==> config.mk <==
export PLATFORM = sky130hd
export DESIGN_NAME = pipe_hazard_ctrl
export DESIGN_NICKNAME = d
export VERILOG_FILES = /design/src/rtl/pipe_hazard_ctrl.sv
export SDC_FILE = /design/constraint.sdc
export NUM_CORES = 1
export LEC_CHECK = 0
export BUFFER_PORTS_ARGS = -buffer_cell sky130_fd_sc_hd__buf_4
export CAP_MARGIN = 20
export CORE_MARGIN = 2
export CORE_UTILIZATION = 50
export DETAILED_ROUTE_END_ITERATION = 6
export HOLD_SLACK_MARGIN = 0.03
export PLACE_DENSITY = 0.84
export SLEW_MARGIN = 30
export SYNTH_ARGS = -nofsm -noshare
export SYNTH_HDL_FRONTEND = slang
export SYNTH_SLANG_ARGS = --single-unit
==> constraint.sdc <==
create_clock -name clk_i -period 2.2 [get_ports clk_i]
set_input_delay 0.11 -clock clk_i [delete_from_list [all_inputs] [get_ports clk_i]]
set_output_delay 0.11 -clock clk_i [all_outputs]
set_load 0.02 [all_outputs]
==> src/rtl/pipe_hazard_ctrl.sv <==
// Pipeline hazard controller: PC/latch lock and flush generation for load-use,
// EX redirects and data-memory wait states, plus saturating stall/flush counters.
module pipe_hazard_ctrl #(
    parameter int unsigned LU_STALL_CYC = 1,
    parameter int unsigned CNT_W        = 16
) (
    input  logic             clk_i,
    input  logic             rst_ni,
    input  logic [4:0]       rr_rs1_i,
    input  logic [4:0]       rr_rs2_i,
    input  logic             rr_use_rs1_i,
    input  logic             rr_use_rs2_i,
    input  logic [4:0]       ex_rd_i,
    input  logic             ex_memread_i,
    input  logic             ex_redirect_i,
    input  logic             mem_busy_i,
    output logic             pc_lock_o,
    output logic             if_id_lock_o,
    output logic             id_rr_lock_o,
    output logic             rr_ex_lock_o,
    output logic             if_id_flush_o,
    output logic             id_rr_flush_o,
    output logic             rr_ex_flush_o,
    output logic [CNT_W-1:0] stall_cnt_o,
    output logic [CNT_W-1:0] flush_cnt_o,
    output logic             lu_active_o
);

    typedef enum logic {
        RUN,
        LU_STALL
    } state_e;

    localparam logic [2:0] LuReload = 3'(LU_STALL_CYC - 1);

    state_e           state_q, state_d;
    logic [2:0]       lu_cnt_q, lu_cnt_d;
    logic [CNT_W-1:0] stall_cnt_q, stall_cnt_d;
    logic [CNT_W-1:0] flush_cnt_q, flush_cnt_d;
    logic             lu_hit;
    logic             flush_inc;

    assign lu_hit = ex_memread_i && (ex_rd_i != 5'd0) &&
                    ((rr_use_rs1_i && (rr_rs1_i == ex_rd_i)) ||
                     (rr_use_rs2_i && (rr_rs2_i == ex_rd_i)));

    always_comb begin
        state_d       = state_q;
        lu_cnt_d      = lu_cnt_q;
        pc_lock_o     = 1'b0;
        if_id_lock_o  = 1'b0;
        id_rr_lock_o  = 1'b0;
        rr_ex_lock_o  = 1'b0;
        if_id_flush_o = 1'b0;
        id_rr_flush_o = 1'b0;
        rr_ex_flush_o = 1'b0;
        flush_inc     = 1'b0;

        if (mem_busy_i) begin
            // Full freeze: FSM and bubble counter hold their values.
            pc_lock_o    = 1'b1;
            if_id_lock_o = 1'b1;
            id_rr_lock_o = 1'b1;
            rr_ex_lock_o = 1'b1;
        end else if (ex_redirect_i) begin
            // A redirect squashes the younger dependent, so any pending stall is dropped.
            if_id_flush_o = 1'b1;
            id_rr_flush_o = 1'b1;
            rr_ex_flush_o = 1'b1;
            flush_inc     = 1'b1;
            state_d       = RUN;
            lu_cnt_d      = 3'd0;
        end else if (state_q == LU_STALL || lu_hit) begin
            pc_lock_o     = 1'b1;
            if_id_lock_o  = 1'b1;
            id_rr_lock_o  = 1'b1;
            rr_ex_flush_o = 1'b1;
            if (state_q == LU_STALL) begin
                lu_cnt_d = lu_cnt_q - 3'd1;
                if (lu_cnt_q == 3'd1) begin
                    state_d = RUN;
                end
            end else if (LU_STALL_CYC > 1) begin
                state_d  = LU_STALL;
                lu_cnt_d = LuReload;
            end
        end
    end

    always_comb begin
        stall_cnt_d = stall_cnt_q;
        flush_cnt_d = flush_cnt_q;
        if (pc_lock_o && (stall_cnt_q != '1)) begin
            stall_cnt_d = stall_cnt_q + 1'b1;
        end
        if (flush_inc && (flush_cnt_q != '1)) begin
            flush_cnt_d = flush_cnt_q + 1'b1;
        end
    end

    always_ff @(posedge clk_i or negedge rst_ni) begin
        if (!rst_ni) begin
            state_q     <= RUN;
            lu_cnt_q    <= 3'd0;
            stall_cnt_q <= '0;
            flush_cnt_q <= '0;
        end else begin
            state_q     <= state_d;
            lu_cnt_q    <= lu_cnt_d;
            stall_cnt_q <= stall_cnt_d;
            flush_cnt_q <= flush_cnt_d;
        end
    end

    assign stall_cnt_o = stall_cnt_q;
    assign flush_cnt_o = flush_cnt_q;
    assign lu_active_o = (state_q == LU_STALL);

endmodule

==> results.tsv, run 1 <==
metric	value	unit
post_cts resized	0	
Die Y	65.3	µm
vias in the first global route	1482	
outcome	complete, no violations	
combinational share of power	0.313	
Worst Skew	2.40	ps
WL/cell	12.4	µm
hpwl dp	2840	µm
Commonest cells post-synth	36 x dfrtp_1, 35 x xnor2_1, 14 x nand3_1	
antenna-violating nets left	0	
Cells after Synth	179	
CORE AREA	3630	µm²
number of synthesized flops with an enable pin	0	
# diodes	0	
antenna violations before repair	0	
CTS H-tree lvls	2	
total negative slack	0	ps
total global-route track usage	0.190	
peak supply drop	0.000552	V
Crit. End Element	register	
startpoint types	register	
die area	4260	µm²
grt ovf	0	
Static Leak	1.19	nW
share of total power in the clock network	0.236	
Ys Warns	0	
routed via count	1490	
GRT Max-Usage Layer	met2	
Highest Clock Rate	493	MHz
Avg Inst Size Synth	10.5	µm²
CP max-delay cell	dfrtp_1	
Post-Syn Nets	205	
Via-to-Cell Ratio	5.16	
crit path kind	register to register	
CTS tree	done	
maximum clock path buffer count	2	
Setup violations, final	0	
Hold Path Class	input port to register	
post-synth cell types	31	
worst slew pin tran	437	ps
Worst path max stage delay	410	ps
P&R area growth vs syn	31.1	%
most frequent CP cell	nand4_1	
FFs w/ async S/R, synth	1.00	
initial drt markers	32	
#FFs+latches synth	36	
root buf cell	clkbuf_8	
ratio of cells with drive above 1 in the final layout	0.299	
most common cell in the netlist	dfrtp_1	
DR DRC count	0	
Critical Path RT	2370	ps
die width	65.3	µm
Slew HR	0.709	
first-pass GRT wire length	6170	µm
Final GP Congestion	0.856	
Internal	1.37	mW
post-synth top area cell	dfrtp_1	
CTS Sinks	36	
clock transition at the registers of the reported paths	60	ps
Starting Density	0.517	
worst path cell trace	ha_1 -> and4_1 -> and3_1 -> nand3_1 -> nand4_1 -> nand2_1 -> buf_4 -> nand4_1 -> xnor2_1	
# rows	22	
max cap viols	0	
pin count of the biggest net entering global routing	37	
met1 usage	0.226	
Mapped Area	1880	µm²
clk_lat worst skew	280	ps
global routing usage on met2	0.321	
Synth top area share	0.479	
non-filler cells, final	289	
sequential fraction of the synthesis area	0.479	
Post-CTS Setup Bufs	0	
pwr dens	844	nW/µm²
met3 GRT Util	0.0514	
count of buffers from port buffering	61	
DRT Pass-1 Iters	6	
Final #Nets	267	
WL final	3590	µm
top_reg_cell synth	dfrtp_1	
switching power total	0.704	mW
Inst Count DP	281	
Final Cycle Share	0.923	
Worst EP arrival	2200	ps
switching share of power	0.339	
RSZ-0062 raised after global routing	false	
final worst path period need	2030	ps
Hold Slack	78.9	ps
Slew Viols, Final	0	
number of buffers created by CTS	5	
Max FO, Critical Path	8	
ranking of synthesized cells by area	dfrtp_1 48%, xnor2_1 16%, nand4_1 4.3%	
IO Pins	62	
Flop pwr share	0.450	
Hold Fails Final Rpt	0	
-- worst max-delay path, delay by kind of cell, from the launching register on --
kind                       cells  cell delay [ps]
xor gates and xnor gates       1              140
adders and majority gates      1              270
buffers and inverters          1              180
DFF                            1              410
and+or+nand+nor                6              900
-- power by group through the flow --
stage	Clock, mW	Combinational (mW)	Sequential, mW
final	0.491	0.651	0.936
after global routing	0.545	0.710	0.956
after CTS	0.516	0.661	0.938
after detailed placement	0	0.657	0.951
after global placement	0	0.647	0.942
after floorplan	0	0.252	1.06
-- logic make-up (layout without fill, tap and decap cells) --
group           after synthesis  in the layout  synth area share
buf+inv                      16             78            0.0433
fa+ha+maj                     4              4            0.0266
xor+xnor                     40             40             0.186
simple gates                 66             66             0.191
mux                           3              3            0.0173
compound gates               14             14            0.0559
flops                        36             36             0.479
-- metal layers --
layer,part of all wire,up-vias
li1,-,731
met1,0.44,698
met2,0.47,54
met3,0.068,7
met4,0.018,0
met5,0,-
-- state kept, by name, indices dropped and copies added, names as in the netlist --
signal       cells
lu_active_o      1
stall_cnt_o     16
lu_cnt_q         3
flush_cnt_o     16
-- worst paths after layout --
path                            slack, ps  depth (start not counted)             end      startpoint
worst max-delay path                  170                          9  stall_cnt_o[4]  stall_cnt_o[0]
worst min-delay path                   80                          2     lu_cnt_q[1]   ex_redirect_i
worst max register to register        170                          9  stall_cnt_o[4]  stall_cnt_o[0]
worst min register to register        490                          1  flush_cnt_o[8]  flush_cnt_o[8]
max in group asynchronous            1580                          2  stall_cnt_o[7]          rst_ni
min in group asynchronous             320                          2  flush_cnt_o[5]          rst_ni
-- stage by stage --
stage | area (µm²) | power [mW] | util | setup slack, ps
after floorplan | 1880 | 1.31 | - | 172
after global placement | 2360 | 1.59 | 0.649 | 253
final | 2460 | 2.08 | 0.678 | 170
after global routing | 2460 | 2.21 | 0.678 | 29.6
after detailed placement | 2360 | 1.61 | 0.649 | 189
after CTS | 2460 | 2.12 | 0.678 | 169
-- layout make-up --
| class | instances | area [µm²] |
|---|---|---|
| fill | 307 | 1170 |
| sequential | 36 | 901 |
| multi-input combinational | 127 | 897 |
| timing repair buffer | 64 | 483 |
| clock buffer | 7 | 96.3 |
| tap | 48 | 60.1 |
| inverter | 7 | 26.3 |
-- cell usage in the layout (no fill, tap or decap), types with 2 or more instances in the layout --
cell type,synthesis,final
xor2_1,5,5
mux2_1,2,2
xnor2_1,35,35
dfrtp_1,36,36
buf_4,5,63
inv_1,7,7
o21ai_1,2,2
nor2_1,6,6
and3_1,10,10
and2_1,4,4
ha_1,4,4
nand2b_1,2,2
a21oi_1,4,4
o21ai_0,2,2
nand4_1,13,13
clkbuf_8,0,7
nand2_1,12,12
nand3_1,14,14
-- what timing repair did --
item | CTS | global route
setup endpoints to repair | 0 | 0
hold buffers | 1 | 0
hold endpoints to repair | 36 | 0
Power figures use the tool's default switching activity.
==> inputs of run 2 (changes only) <==
CELL_PAD_IN_SITES_DETAIL_PLACEMENT = 1   (was unset)
CELL_PAD_IN_SITES_GLOBAL_PLACEMENT = 2   (was unset)
CORE_UTILIZATION = 30   (was 50)
PLACE_DENSITY = 0.83   (was 0.84)
==> results.tsv, run 2 (same netlist as run 1, synthesis figures left out) <==
metric	value	unit	change
outcome	complete, no violations		
Final Cycle Share	0.909		-0.0139
hpwl dp	3360	µm	+18%
antenna-violating nets left	0		unchanged
final worst path period need	2000	ps	-30.6 ps
Via-to-Cell Ratio	4.78		-7.2%
grt ovf	0		unchanged
Worst EP arrival	2170	ps	-30 ps
Critical Path RT	2370	ps	about the same
Slew HR	0.686		-0.0222
total global-route track usage	0.135		-0.0555
R2R cell count	8		-1
startpoint types	register		
first-pass GRT wire length	7650	µm	+24%
initial drt markers	49		+53%
CORE AREA	5990	µm²	+65%
# rows	28		+27%
CTS tree	done		
WL/cell	13.7	µm	+10%
routed via count	1516		+1.7%
CTS Sinks	36		unchanged
RSZ-0062 raised after global routing	false		
Die Y	83.1	µm	+27%
ratio of cells with drive above 1 in the final layout	0.302		+0.00290
peak supply drop	0.000426	V	-23%
Hold Fails Final Rpt	0		unchanged
max cap viols	0		unchanged
clock transition at the registers of the reported paths	70	ps	about the same
antenna violations before repair	0		unchanged
FF/Latch Area	901	µm²	unchanged
Highest Clock Rate	500	MHz	+1.5%
die width	83.1	µm	+27%
root buf cell	clkbuf_8		
# diodes	0		unchanged
Static Leak	1.19	nW	+0.11%
Layout fillers	689		+120%
Starting Density	0.314		-0.204
hold path depth	2		unchanged
most common cell after layout, fill and taps aside	buf_4		
Hold Path Class	input port to register		
IO Pins	62		unchanged
area of the multi-input gates	897	µm²	unchanged
Hold Slack	72.8	ps	-6.15 ps
die area	6910	µm²	+62%
Worst Skew	3.03	ps	+0.628 ps
total negative slack	0	ps	unchanged
Final GP Congestion	0.770		-10%
commonest cells after routing, fill and taps aside	63 x buf_4, 36 x dfrtp_1, 35 x xnor2_1, 14 x nand3_1, 13 x nand4_1		
vias in the first global route	1589		+7.2%
count of buffers from port buffering	61		unchanged
crit path kind	register to register		
maximum clock path buffer count	2		unchanged
DR DRC count	0		unchanged
Max FO, Critical Path	15		+7
pin count of the biggest net entering global routing	37		unchanged
Crit. End Element	register		
Setup violations, final	0		unchanged
Slew Viols, Final	0		unchanged
clk_lat worst skew	290	ps	about the same
worst slew pin tran	470	ps	+33.3 ps
pwr dens	836	nW/µm²	-0.98%
WL final	4350	µm	+21%
P&R area growth vs syn	32.7	%	
number of buffers created by CTS	5		unchanged
Final #Nets	267		unchanged
DRT Pass-1 Iters	3		-3
Post-CTS Setup Bufs	0		unchanged
CTS H-tree lvls	2		unchanged
==> run 2: changes by cell type in the layout (fill, tap and decap cells not counted) <==
cell,change
clkbuf_8,-1
clkinv_2,+2
==> run 2: layout make-up <==
cell class,instances,area share
Timing Repair Buffer,64,0.194
Sequential cell,36,0.361
Clock inverter,2,0.00401
Inverter,7,0.0105
Tap cell,75,0.0376
Clock buffer,6,0.0331
Multi-Input combinational cell,127,0.360
==> run 2: per-layer routing <==
| layer | up-vias | wire length [µm] | GRT usage |
|---|---|---|---|
| met5 | - | 0 | 0 |
| met4 | 0 | 87 | 0.0492 |
| met3 | 9 | 214 | 0.0338 |
| met2 | 37 | 2200 | 0.225 |
| met1 | 735 | 1850 | 0.168 |
| li1 | 735 | - | - |
==> run 2: timing repair <==
action	in CTS	in global routing
hold endpoints to repair	36	0
resized for setup	0	0
hold buffers	1	0
==> run 2: worst max-delay path, cell delays in order (launching register included) <==
cell and delay, ps:
dfrtp_1 420, ha_1 270, and4_1 220, and3_1 200, nand3_1 90, nand4_1 100
nand2_1 70, buf_4 190, mux2_1 330
==> run 2: path summary, 6_finish.rpt <==
| kind | start | slack (ps) | endpoint |
|---|---|---|---|
| max | stall_cnt_o[0] | 200 | stall_cnt_o[1] |
| min | ex_redirect_i | 70 | lu_cnt_q[1] |
| max reg2reg | stall_cnt_o[0] | 200 | stall_cnt_o[1] |
| min reg2reg | flush_cnt_o[13] | 490 | flush_cnt_o[13] |
| max in group asynchronous | rst_ni | 1550 | stall_cnt_o[12] |
| min in group asynchronous | rst_ni | 320 | flush_cnt_o[4] |
==> run 2: through the flow <==
| step | util | cell area [µm²] | setup slack (ps) | power, mW | std cells |
|---|---|---|---|---|---|
| 2_1_floorplan | - | 1880 | 172 | 1.31 | 179 |
| 4_1_cts | 0.416 | 2490 | 169 | 2.13 | 317 |
| 5_1_grt | 0.416 | 2490 | 16.2 | 2.24 | 317 |
| 3_5_place_dp | 0.399 | 2390 | 200 | 1.62 | 308 |
| 3_3_place_gp | 0.399 | 2390 | 279 | 1.60 | 308 |
| 6_report | 0.416 | 2490 | 201 | 2.08 | 317 |
==> run 2: power by group <==
part	switching [mW]	leakage [nW]	internal (mW)
logic	0.347	0.659	0.313
registers	0.156	0.480	0.782
clock network	0.236	0.0510	0.250
==> inputs of run 3 (changes only) <==
CORE_UTILIZATION = 33   (was 30)
PLACE_DENSITY = 0.9   (was 0.83)
clock period = 2.4 ns   (was 2.2 ns; I/O delays follow)
==> results.tsv, run 3 (same netlist as run 1, synthesis figures left out) <==
metric	value	unit	change
outcome	complete, no violations		
crit path kind	register to register		
Hold Path Class	input port to register		
routed via count	1541		+1.6%
root buf cell	clkbuf_8		
Starting Density	0.341		+0.0276
pwr dens	781	nW/µm²	-6.6%
vias in the first global route	1613		+1.5%
Critical Path RT	2580	ps	+210 ps
die area	6310	µm²	-8.7%
CTS Sinks	36		unchanged
Setup violations, final	0		unchanged
ratio of cells with drive above 1 in the final layout	0.292		-0.00999
first-pass GRT wire length	7750	µm	+1.3%
Highest Clock Rate	460	MHz	-8.0%
maximum clock path buffer count	2		unchanged
total global-route track usage	0.156		+0.0212
Slew Viols, Final	0		unchanged
CTS tree	done		
total negative slack	0	ps	unchanged
Via-to-Cell Ratio	4.94		+3.3%
Crit. End Element	register		
Internal	1.24	mW	-8.0%
DRT Pass-1 Iters	4		+1
IO Pins	62		unchanged
# rows	27		-3.6%
P&R area growth vs syn	31.8	%	
Max FO, Critical Path	15		unchanged
Worst Skew	6.90	ps	+3.87 ps
combinational share of power	0.317		about the same
non-filler cells, final	312		-1.6%
Post-Place Setup Slack	229	ps	+29.0 ps
antenna-violating nets left	0		unchanged
die width	79.5	µm	-4.4%
CTS H-tree lvls	2		unchanged
switching power total	0.696	mW	-5.8%
final worst path period need	2170	ps	+175 ps
Final GP Congestion	0.792		+2.8%
count of buffers from port buffering	61		unchanged
Flop pwr share	0.448		-0.002
WL/cell	14.4	µm	+4.9%
initial drt markers	40		-18%
Slew HR	0.680		-0.00667
final worst slack	226	ps	+25.4 ps
Worst EP arrival	2350	ps	+180 ps
grt ovf	0		unchanged
max cap viols	0		unchanged
WL final	4500	µm	+3.3%
switching share of power	0.360		+0.00543
commonest cells after routing, fill and taps aside	61 x buf_4, 36 x dfrtp_1, 35 x xnor2_1, 14 x nand3_1, 13 x nand4_1		
startpoint types	register		
most common cell after layout, fill and taps aside	buf_4		
clock transition at the registers of the reported paths	70	ps	about the same
Layout fillers	631		-8.4%
Inst Count DP	303		-1.6%
share of total power in the clock network	0.235		+0.002
Final Cycle Share	0.906		-0.00296
peak supply drop	0.000365	V	-14%
Static Leak	1.17	nW	-1.4%
hpwl dp	3400	µm	+1.1%
Hold Slack	81.3	ps	+8.59 ps
RSZ-0062 raised after global routing	false		
clk_lat worst skew	290	ps	about the same
Hold Fails Final Rpt	0		unchanged
number of buffers created by CTS	5		unchanged
CORE AREA	5510	µm²	-8.1%
antenna violations before repair	0		unchanged
worst slew pin tran	479	ps	+8.85 ps
pin count of the biggest net entering global routing	37		unchanged
Final #Nets	265		-0.75%
# diodes	0		unchanged
DR DRC count	0		unchanged
Die Y	79.5	µm	-4.4%
[run 3: stage by stage]
stage          cell area [µm²]  power (mW)   util
2_1_floorplan             1880        1.20      -
3_3_place_gp              2370        1.46  0.431
3_5_place_dp              2370        1.50  0.431
4_1_cts                   2480        1.97  0.450
5_1_grt                   2480        2.06  0.450
6_report                  2480        1.93  0.450
[run 3: worst max-delay path, cell delays in order (launching register included)]
cell and delay (ps):
dfrtp_1 420, ha_1 270, and4_1 210, and3_1 220, nand3_1 100, nand4_1 100
nand2_1 380, mux2_1 360
[run 3: cell type report]
type | instances | area (µm²) | area share
Timing Repair Buffer | 62 | 468 | 0.189
Tap cell | 72 | 90.1 | 0.0364
Sequential cell | 36 | 901 | 0.364
Clock buffer | 7 | 86.3 | 0.0349
Clock inverter | 1 | 7.51 | 0.00303
Inverter | 7 | 26.3 | 0.0106
Multi-Input combinational cell | 127 | 897 | 0.362
[run 3: per-layer routing]
metal | vias up | share of wire | track usage
met5 | - | 0 | 0
met1 | 767 | 0.43 | 0.195
met2 | 38 | 0.51 | 0.265
met4 | 0 | 0.017 | 0.0517
met3 | 10 | 0.046 | 0.0339
li1 | 726 | - | -
[run 3: path summary, 6_finish.rpt]
| kind | startpoint | endpoint | slack (ps) | depth (start not counted) |
|---|---|---|---|---|
| min in group asynchronous | rst_ni | flush_cnt_o[9] | 320 | 2 |
| max | stall_cnt_o[0] | stall_cnt_o[1] | 230 | 7 |
| min | ex_redirect_i | lu_cnt_q[1] | 80 | 2 |
| max in group asynchronous | rst_ni | stall_cnt_o[7] | 1740 | 2 |
| min reg2reg | flush_cnt_o[8] | flush_cnt_o[8] | 490 | 1 |
| max reg2reg | stall_cnt_o[0] | stall_cnt_o[1] | 230 | 7 |
[run 3: power groups by stage]
stage	Combinational, mW	Sequential [mW]	Clock (mW)
floorplan	0.231	0.971	0
global placement	0.594	0.869	0
detailed placement	0.622	0.879	0
CTS	0.623	0.870	0.474
global route	0.665	0.895	0.499
finish	0.612	0.866	0.455
[run 3: what timing repair did]
action	CTS	global route
hold buffers	1	0
gates resized for setup	0	0
buffers inserted	0	0
hold endpoints to repair	36	0
